===== src/rtl/cga_pkg.sv =====
// Shared types and constants for the CGA VRAM arbiter block.
// No logic: state encoding, default CPU address width and access-length bound.
// Imported by cga_vram_arbiter.
package cga_pkg;

    typedef enum logic [1:0] {
        ST_IDLE      = 2'd0,
        ST_WAIT_SLOT = 2'd1,
        ST_ACCESS    = 2'd2,
        ST_DONE      = 2'd3
    } arb_state_e;

    localparam int CPU_ADDR_W_DEF    = 15;
    localparam int ACCESS_CYCLES_MAX = 7;
    localparam int RAM_ADDR_W        = 19;
    // Wide enough to count ACCESS_CYCLES_MAX clocks.
    localparam int ACC_CNT_W         = 3;

endpackage


===== src/rtl/cga_bus_sync.sv =====
// Two-flop synchronizer for one asynchronous active-low ISA strobe, plus falling-edge detect.
// Latency: synced level 2 clks after the pin, fall_o pulses for one clk in the same clk the synced level drops.
// No backpressure: free-running, every clock.
module cga_bus_sync (
    input  logic clk,
    input  logic reset_l,
    input  logic strb_l_i,
    output logic strb_l_o,
    output logic fall_o
);

    logic meta_q;
    logic sync_q;
    logic prev_q;

    // Synchronizer chain plus one delayed copy for edge detection; idle level is high.
    always_ff @(posedge clk or negedge reset_l) begin
        if (!reset_l) begin
            meta_q <= 1'b1;
            sync_q <= 1'b1;
            prev_q <= 1'b1;
        end else begin
            meta_q <= strb_l_i;
            sync_q <= meta_q;
            prev_q <= sync_q;
        end
    end

    assign strb_l_o = sync_q;
    assign fall_o   = prev_q & ~sync_q;

endmodule


===== src/rtl/cga_vram_arbiter.sv =====
// Shares the VRAM port between video fetch and ISA CPU cycles; video always wins, CPU uses the sequencer slot.
// Latency: start 3 clks after strobe fall; bus_rdy back high at most one slot period + ACCESS_CYCLES + 3 clks later.
// Backpressure: bus_rdy low while a CPU cycle waits; CGA_VRAM_POSTED_WRITE_EN adds a one-entry posted write buffer.
module cga_vram_arbiter
    import cga_pkg::*;
#(
    parameter bit USE_BUS_WAIT  = 1'b1,
    parameter int CPU_ADDR_W    = CPU_ADDR_W_DEF,
    // Legal range 1..ACCESS_CYCLES_MAX.
    parameter int ACCESS_CYCLES = 2
) (
    input  logic                  clk,
    input  logic                  reset_l,
    input  logic [CPU_ADDR_W-1:0] bus_a,
    input  logic                  bus_mem_cs,
    input  logic                  bus_memr_l,
    input  logic                  bus_memw_l,
    input  logic [7:0]            bus_d,
    output logic [7:0]            bus_out,
    output logic                  bus_dir,
    output logic                  bus_rdy,
    input  logic                  isa_op_enable,
    input  logic                  vid_read,
    input  logic [18:0]           vid_a,
    output logic [18:0]           ram_a,
    input  logic [7:0]            ram_d_in,
    output logic [7:0]            ram_d_out,
    output logic                  ram_we_l
);

`ifdef CGA_VRAM_POSTED_WRITE_EN
    localparam bit POSTED_EN = 1'b1;
`else
    localparam bit POSTED_EN = 1'b0;
`endif

    logic memr_s;
    logic memr_fall;
    logic memw_s;
    logic memw_fall;

    cga_bus_sync u_sync_memr (
        .clk      (clk),
        .reset_l  (reset_l),
        .strb_l_i (bus_memr_l),
        .strb_l_o (memr_s),
        .fall_o   (memr_fall)
    );

    cga_bus_sync u_sync_memw (
        .clk      (clk),
        .reset_l  (reset_l),
        .strb_l_i (bus_memw_l),
        .strb_l_o (memw_s),
        .fall_o   (memw_fall)
    );

    arb_state_e            state_q, state_d;
    logic [ACC_CNT_W-1:0]  acc_cnt_q, acc_cnt_d;
    logic [CPU_ADDR_W-1:0] op_addr_q, op_addr_d;
    logic [7:0]            op_data_q, op_data_d;
    logic                  op_wr_q, op_wr_d;
    // Current op is a posted write: the CPU was already released.
    logic                  posted_q, posted_d;
    // CPU request that arrived while a posted write was still draining.
    logic                  hold_vld_q, hold_vld_d;
    logic [CPU_ADDR_W-1:0] hold_addr_q, hold_addr_d;
    logic [7:0]            hold_data_q, hold_data_d;
    logic                  hold_wr_q, hold_wr_d;
    logic [7:0]            bus_out_q, bus_out_d;

    logic start;
    logic start_wr;
    logic op_strb_on;
    logic acc_last;
    logic hold_take;
    logic cpu_wait;

    // Both strobes low counts as a write, so direction follows the write strobe.
    assign start      = bus_mem_cs & (memr_fall | memw_fall);
    assign start_wr   = ~memw_s;
    assign op_strb_on = op_wr_q ? ~memw_s : ~memr_s;
    assign acc_last   = (acc_cnt_q == ACC_CNT_W'(ACCESS_CYCLES - 1));
    assign hold_take  = POSTED_EN & posted_q & start & ~hold_vld_q;

    // Next-state logic: slot wait, fixed-length access, handshake completion and posted-buffer hand-off.
    always_comb begin
        state_d     = state_q;
        acc_cnt_d   = acc_cnt_q;
        op_addr_d   = op_addr_q;
        op_data_d   = op_data_q;
        op_wr_d     = op_wr_q;
        posted_d    = posted_q;
        hold_vld_d  = hold_vld_q;
        hold_addr_d = hold_addr_q;
        hold_data_d = hold_data_q;
        hold_wr_d   = hold_wr_q;
        bus_out_d   = bus_out_q;

        if (hold_take) begin
            hold_vld_d  = 1'b1;
            hold_addr_d = bus_a;
            hold_data_d = bus_d;
            hold_wr_d   = start_wr;
        end

        case (state_q)
            ST_IDLE: begin
                if (start) begin
                    op_addr_d = bus_a;
                    op_data_d = bus_d;
                    op_wr_d   = start_wr;
                    posted_d  = POSTED_EN & start_wr;
                    state_d   = ST_WAIT_SLOT;
                end
            end
            ST_WAIT_SLOT: begin
                // A CPU that gives up before its slot leaves RAM untouched; posted writes always drain.
                if (!posted_q && !op_strb_on) begin
                    state_d = ST_IDLE;
                end else if (isa_op_enable && !vid_read) begin
                    acc_cnt_d = '0;
                    state_d   = ST_ACCESS;
                end
            end
            ST_ACCESS: begin
                if (!acc_last) begin
                    acc_cnt_d = acc_cnt_q + ACC_CNT_W'(1);
                end else begin
                    if (!op_wr_q) begin
                        bus_out_d = ram_d_in;
                    end
                    if (!posted_q) begin
                        state_d = ST_DONE;
                    end else if (hold_vld_d) begin
                        // Queued request becomes the next op; a queued read now waits normally.
                        op_addr_d  = hold_addr_d;
                        op_data_d  = hold_data_d;
                        op_wr_d    = hold_wr_d;
                        posted_d   = hold_wr_d;
                        hold_vld_d = 1'b0;
                        state_d    = ST_WAIT_SLOT;
                    end else begin
                        posted_d = 1'b0;
                        state_d  = ST_IDLE;
                    end
                end
            end
            ST_DONE: begin
                if (!op_strb_on) begin
                    state_d = ST_IDLE;
                end
            end
            default: state_d = ST_IDLE;
        endcase
    end

    // State and datapath registers.
    always_ff @(posedge clk or negedge reset_l) begin
        if (!reset_l) begin
            state_q     <= ST_IDLE;
            acc_cnt_q   <= '0;
            op_addr_q   <= '0;
            op_data_q   <= 8'h00;
            op_wr_q     <= 1'b0;
            posted_q    <= 1'b0;
            hold_vld_q  <= 1'b0;
            hold_addr_q <= '0;
            hold_data_q <= 8'h00;
            hold_wr_q   <= 1'b0;
            bus_out_q   <= 8'h00;
        end else begin
            state_q     <= state_d;
            acc_cnt_q   <= acc_cnt_d;
            op_addr_q   <= op_addr_d;
            op_data_q   <= op_data_d;
            op_wr_q     <= op_wr_d;
            posted_q    <= posted_d;
            hold_vld_q  <= hold_vld_d;
            hold_addr_q <= hold_addr_d;
            hold_data_q <= hold_data_d;
            hold_wr_q   <= hold_wr_d;
            bus_out_q   <= bus_out_d;
        end
    end

    // Outputs decode straight from state so reset forces ram_we_l high without waiting for a clock.
    assign cpu_wait  = ((state_q == ST_WAIT_SLOT || state_q == ST_ACCESS) && !posted_q) || hold_vld_q;
    assign bus_rdy   = USE_BUS_WAIT ? ~cpu_wait : 1'b1;
    assign bus_dir   = bus_mem_cs & ~bus_memr_l;
    assign bus_out   = bus_out_q;
    assign ram_a     = (state_q == ST_ACCESS) ? RAM_ADDR_W'(op_addr_q) : vid_a;
    assign ram_d_out = op_data_q;
    // Write enable drops on the last access clk so data holds one clk past the rise.
    assign ram_we_l  = ~((state_q == ST_ACCESS) && op_wr_q && (!acc_last || ACCESS_CYCLES == 1));

endmodule


===== config.mk =====
export PLATFORM = sky130hd
export DESIGN_NAME = cga_vram_arbiter
export DESIGN_NICKNAME = d
export VERILOG_FILES = /design/src/rtl/cga_pkg.sv /design/src/rtl/cga_bus_sync.sv /design/src/rtl/cga_vram_arbiter.sv
export SDC_FILE = /design/constraint.sdc
export NUM_CORES = 1
export LEC_CHECK = 0
export CAP_MARGIN = 0
export CORE_MARGIN = 3
export CORE_UTILIZATION = 40
export DETAILED_ROUTE_END_ITERATION = 10
export PLACE_DENSITY_LB_ADDON = 0.05
export SKIP_CTS_REPAIR_TIMING = 1
export SLEW_MARGIN = 10
export SYNTH_ARGS = -nofsm -noshare
export SYNTH_HDL_FRONTEND = slang
export SYNTH_SLANG_ARGS = --single-unit

===== constraint.sdc =====
create_clock -name clk -period 4.4 [get_ports clk]
set_input_delay 0.88 -clock clk [delete_from_list [all_inputs] [get_ports clk]]
set_output_delay 0.88 -clock clk [all_outputs]
set_load 0.05 [all_outputs]

==> qor_table.md <==
| Metric | Reported |
|---|---|
| Part of the Yosys area used for sequential elements | 50.6% |
| Top FF cell, synth | sky130_fd_sc_hd__dfrtp_1 |
| DIE WIDTH | 79.2 um |
| Total track usage | 16.2% |
| Inserted Clock Buffers | 5 |
| CTS root buffer | sky130_fd_sc_hd__clkbuf_8 |
| Vias | 1474 |
| Final worst-path cycle share | 82.4% |
| Clk pwr share | 14.3% |
| Power Density | 764 nW/um^2 |
| Number of enable-type register cells in the synthesized netlist | 0 |
| Number of instances in the synthesized netlist | 145 |
| Post-synthesis cell type count | 28 |
| Final Worst Setup Slack | 0.774 ns |
| Syn_nets | 209 |
| Flop and latch count out of synthesis | 43 |
| Sequential fraction of design power | 27.5% |
| Number of setup violations in the final report | 0 |
| Total length of routed wires | 4.86 mm |
| DRC marker count from the first detailed-route iteration | 50 |
| Antenna violations before repair | 0 |
| First-pass GRT wire length | 8.00 mm |
| Peak supply drop | 0.452 mV |
| Final number of max-transition violations | 0 |
| Run status | complete, no violations |
| Routed wirelength normalized by instance count | 15.5 um |
| Period minus WS final | 3.63 ns |
| Maximum number of pins on one net before global-route repair | 44 |
| Share of total power consumed by net switching | 41.6% |
| Gr ovfl total | 0 |
| Startpoint types | register |
| Clock Sink Count | 43 |
| Final Hold Violating Endpoints | 0 |
| Setup crit end kind | output port |
| Ys Warns | 0 |
| Iteration count of the initial detailed-routing pass | 4 |
| Weighted congestion reported at the end of routability-driven placement | 0.737 |
| Power share of the combinational group | 58.1% |
| Std-Cell Rows | 26 |
| Commonest non-fill, non-tap cell in the layout | sky130_fd_sc_hd__clkdlybuf4s50_1 |
| Die footprint | 6270 um^2 |
| DRC viols | 0 |
| Net switching power figure | 1.04 mW |
| ANT nets after route | 0 |
| Synth-to-Final Area Change | 52.3% |
| Arrival time at the worst endpoint | 2.75 ns |
| CTS tree | done |
| Post-CTS clock slew at the launch and capture registers of the worst setup and hold paths | 0.08 ns |
| Detailed placement HPWL | 3.63 mm |
| Total core area | 5140 um^2 |
| PortBufs | 94 |
| Ports | 95 |
| Static Leak | 1.43 nW |
| Worst slack at placement | 1.05 ns |
| Setup repair after global routing missed its margin | false |
| Critical path class | reg -> out |
| Starting density of the core | 41.7% |
| Post-route setup TNS | 0 ns |
| Layout cell share with drive strength beyond 1 | 29.2% |
| Commonest cells after routing, fill and taps aside | sky130_fd_sc_hd__clkdlybuf4s50_1 (93), sky130_fd_sc_hd__dfrtp_1 (37), sky130_fd_sc_hd__mux2_2 (28) |
| CP Data Required Time | 3.52 ns |
| Insertion delay of the later-clocked pin in the worst-skew pair | 0.29 ns |
| Async set-or-reset flop fraction in the synthesized netlist | 100% |
| Normalized max-slew margin | 37.0% |
| Pint | 1.46 mW |
| Cell area after synthesis | 2140 um^2 |
| Floorplan die height | 79.2 um |
| H-tree lvl count | 2 |
| Mean area per synthesized cell | 14.8 um^2 |
| Post-route clock skew | 0.00849 ns |
| Max Root-Sink Buffers | 2 |
| Slew at the pin with the worst max-slew slack | 0.944 ns |
| Highest clock frequency the design can meet | 0.276 GHz |
| Class of the tightest hold or removal check | reg -> reg |
| Ratio of routed vias to standard cells | 4.71 |
| Post-layout net count | 306 |
| Maximum capacitance violations | 0 |
| Largest fanout of any net on the critical path | 20 |
| Number of fill cells in the layout | 428 |
| Via count of the first global-routing pass | 1666 |
| Number of diodes added for antenna fixing | 0 |
## power groups by stage
stage / combinational, mW / clock, mW / sequential, mW
final: 1.45 / 0.357 / 0.687
after global routing: 1.53 / 0.387 / 0.707
after CTS: 1.47 / 0.369 / 0.687
after detailed placement: 1.47 / 0 / 0.686
after global placement: 1.43 / 0 / 0.681
after floorplan: 0.818 / 0 / 0.925
## Yosys cell counts, types with 2 or more instances
library cell	count	area [um^2]
sky130_fd_sc_hd__nor3b_2	2	25.0
sky130_fd_sc_hd__and3_1	2	12.5
sky130_fd_sc_hd__mux2_2	28	315
sky130_fd_sc_hd__ha_1	7	87.6
sky130_fd_sc_hd__a31oi_1	2	12.5
sky130_fd_sc_hd__buf_6	3	33.8
sky130_fd_sc_hd__dfrtp_1	37	926
sky130_fd_sc_hd__nor2b_1	6	37.5
sky130_fd_sc_hd__inv_1	8	30.0
sky130_fd_sc_hd__nor2_1	2	7.51
sky130_fd_sc_hd__dfstp_2	6	158
sky130_fd_sc_hd__mux2i_1	4	40.0
sky130_fd_sc_hd__o21ai_0	4	20.0
sky130_fd_sc_hd__mux2_4	20	300
## state kept, by name, summed over array words and instances, names as in the netlist, named ones only
| register | count |
|---|---|
| op_addr_q | 15 |
| bus_out | 8 |
| ram_d_out | 8 |
| acc_cnt_q | 3 |
| op_wr_q | 1 |
| state_q | 1 |
| u_sync_memr.meta_q | 1 |
| u_sync_memr.prev_q | 1 |
| u_sync_memr.strb_l_o | 1 |
| u_sync_memw.meta_q | 1 |
| u_sync_memw.prev_q | 1 |
| u_sync_memw.strb_l_o | 1 |
## critical path, cell delays in order (launching register included)
cell	delay, ns
sky130_fd_sc_hd__dfrtp_1	0.43
sky130_fd_sc_hd__inv_1	0.15
sky130_fd_sc_hd__ha_1	0.73
sky130_fd_sc_hd__mux2_2	0.42
sky130_fd_sc_hd__clkdlybuf4s50_1	0.72
## layout make-up
class	count	area [um^2]	area share [%]
clock buffer	6	72.6	2.22
tap	70	87.6	2.68
inverter	8	30.0	0.920
clock inverter	2	60.1	1.84
sequential	43	1080	33.2
multi-input combinational	89	987	30.2
timing repair buffer	95	943	28.9
## kinds of logic (layout without fill, tap and decap cells)
logic type      Yosys count  in the layout  synth area share (%)
flops                    43             43                  50.6
simple gates             17             17                  6.30
buf+inv                  13            111                  3.39
compound gates           13             13                  5.08
fa+ha+maj                 7              7                  4.09
mux                      52             52                  30.6
## stage by stage
step	utilization, %	std cells	area (um^2)	power (mW)	hold slack, ns
CTS	63.5	313	3260	2.52	0.360
finish	63.5	313	3260	2.49	0.359
global placement	60.9	305	3130	2.11	0.346
floorplan	-	145	2140	1.74	0.345
detailed placement	60.9	305	3130	2.15	0.347
global route	63.5	313	3260	2.62	0.367
## path summary, 6_finish.rpt
path	end	cells past startpoint	startpoint	slack, ns
max	ram_a[9]	4	state_q[0]$_DFFE_PN0P_	0.77
min	u_sync_memr.strb_l_o$_DFF_PN1_	0	u_sync_memr.meta_q$_DFF_PN1_	0.36
max reg2reg	bus_out[1]$_DFFE_PN0P_	5	state_q[0]$_DFFE_PN0P_	1.74
min reg2reg	u_sync_memr.strb_l_o$_DFF_PN1_	0	u_sync_memr.meta_q$_DFF_PN1_	0.36
max in group asynchronous	bus_out[1]$_DFFE_PN0P_	1	reset_l	3.08
min in group asynchronous	op_addr_q[0]$_DFFE_PN0P_	1	reset_l	0.72
## routing by layer
layer  track usage (%)  vias to the layer above  wire length (um)
li1                  -                      703                 -
met1              20.9                      710              2080
met2              27.1                       56              2380
met3              4.31                        5               347
met4              4.12                        0                55
met5                 0                        -                 0
Note: power is estimated with default switching activity, not from simulation.
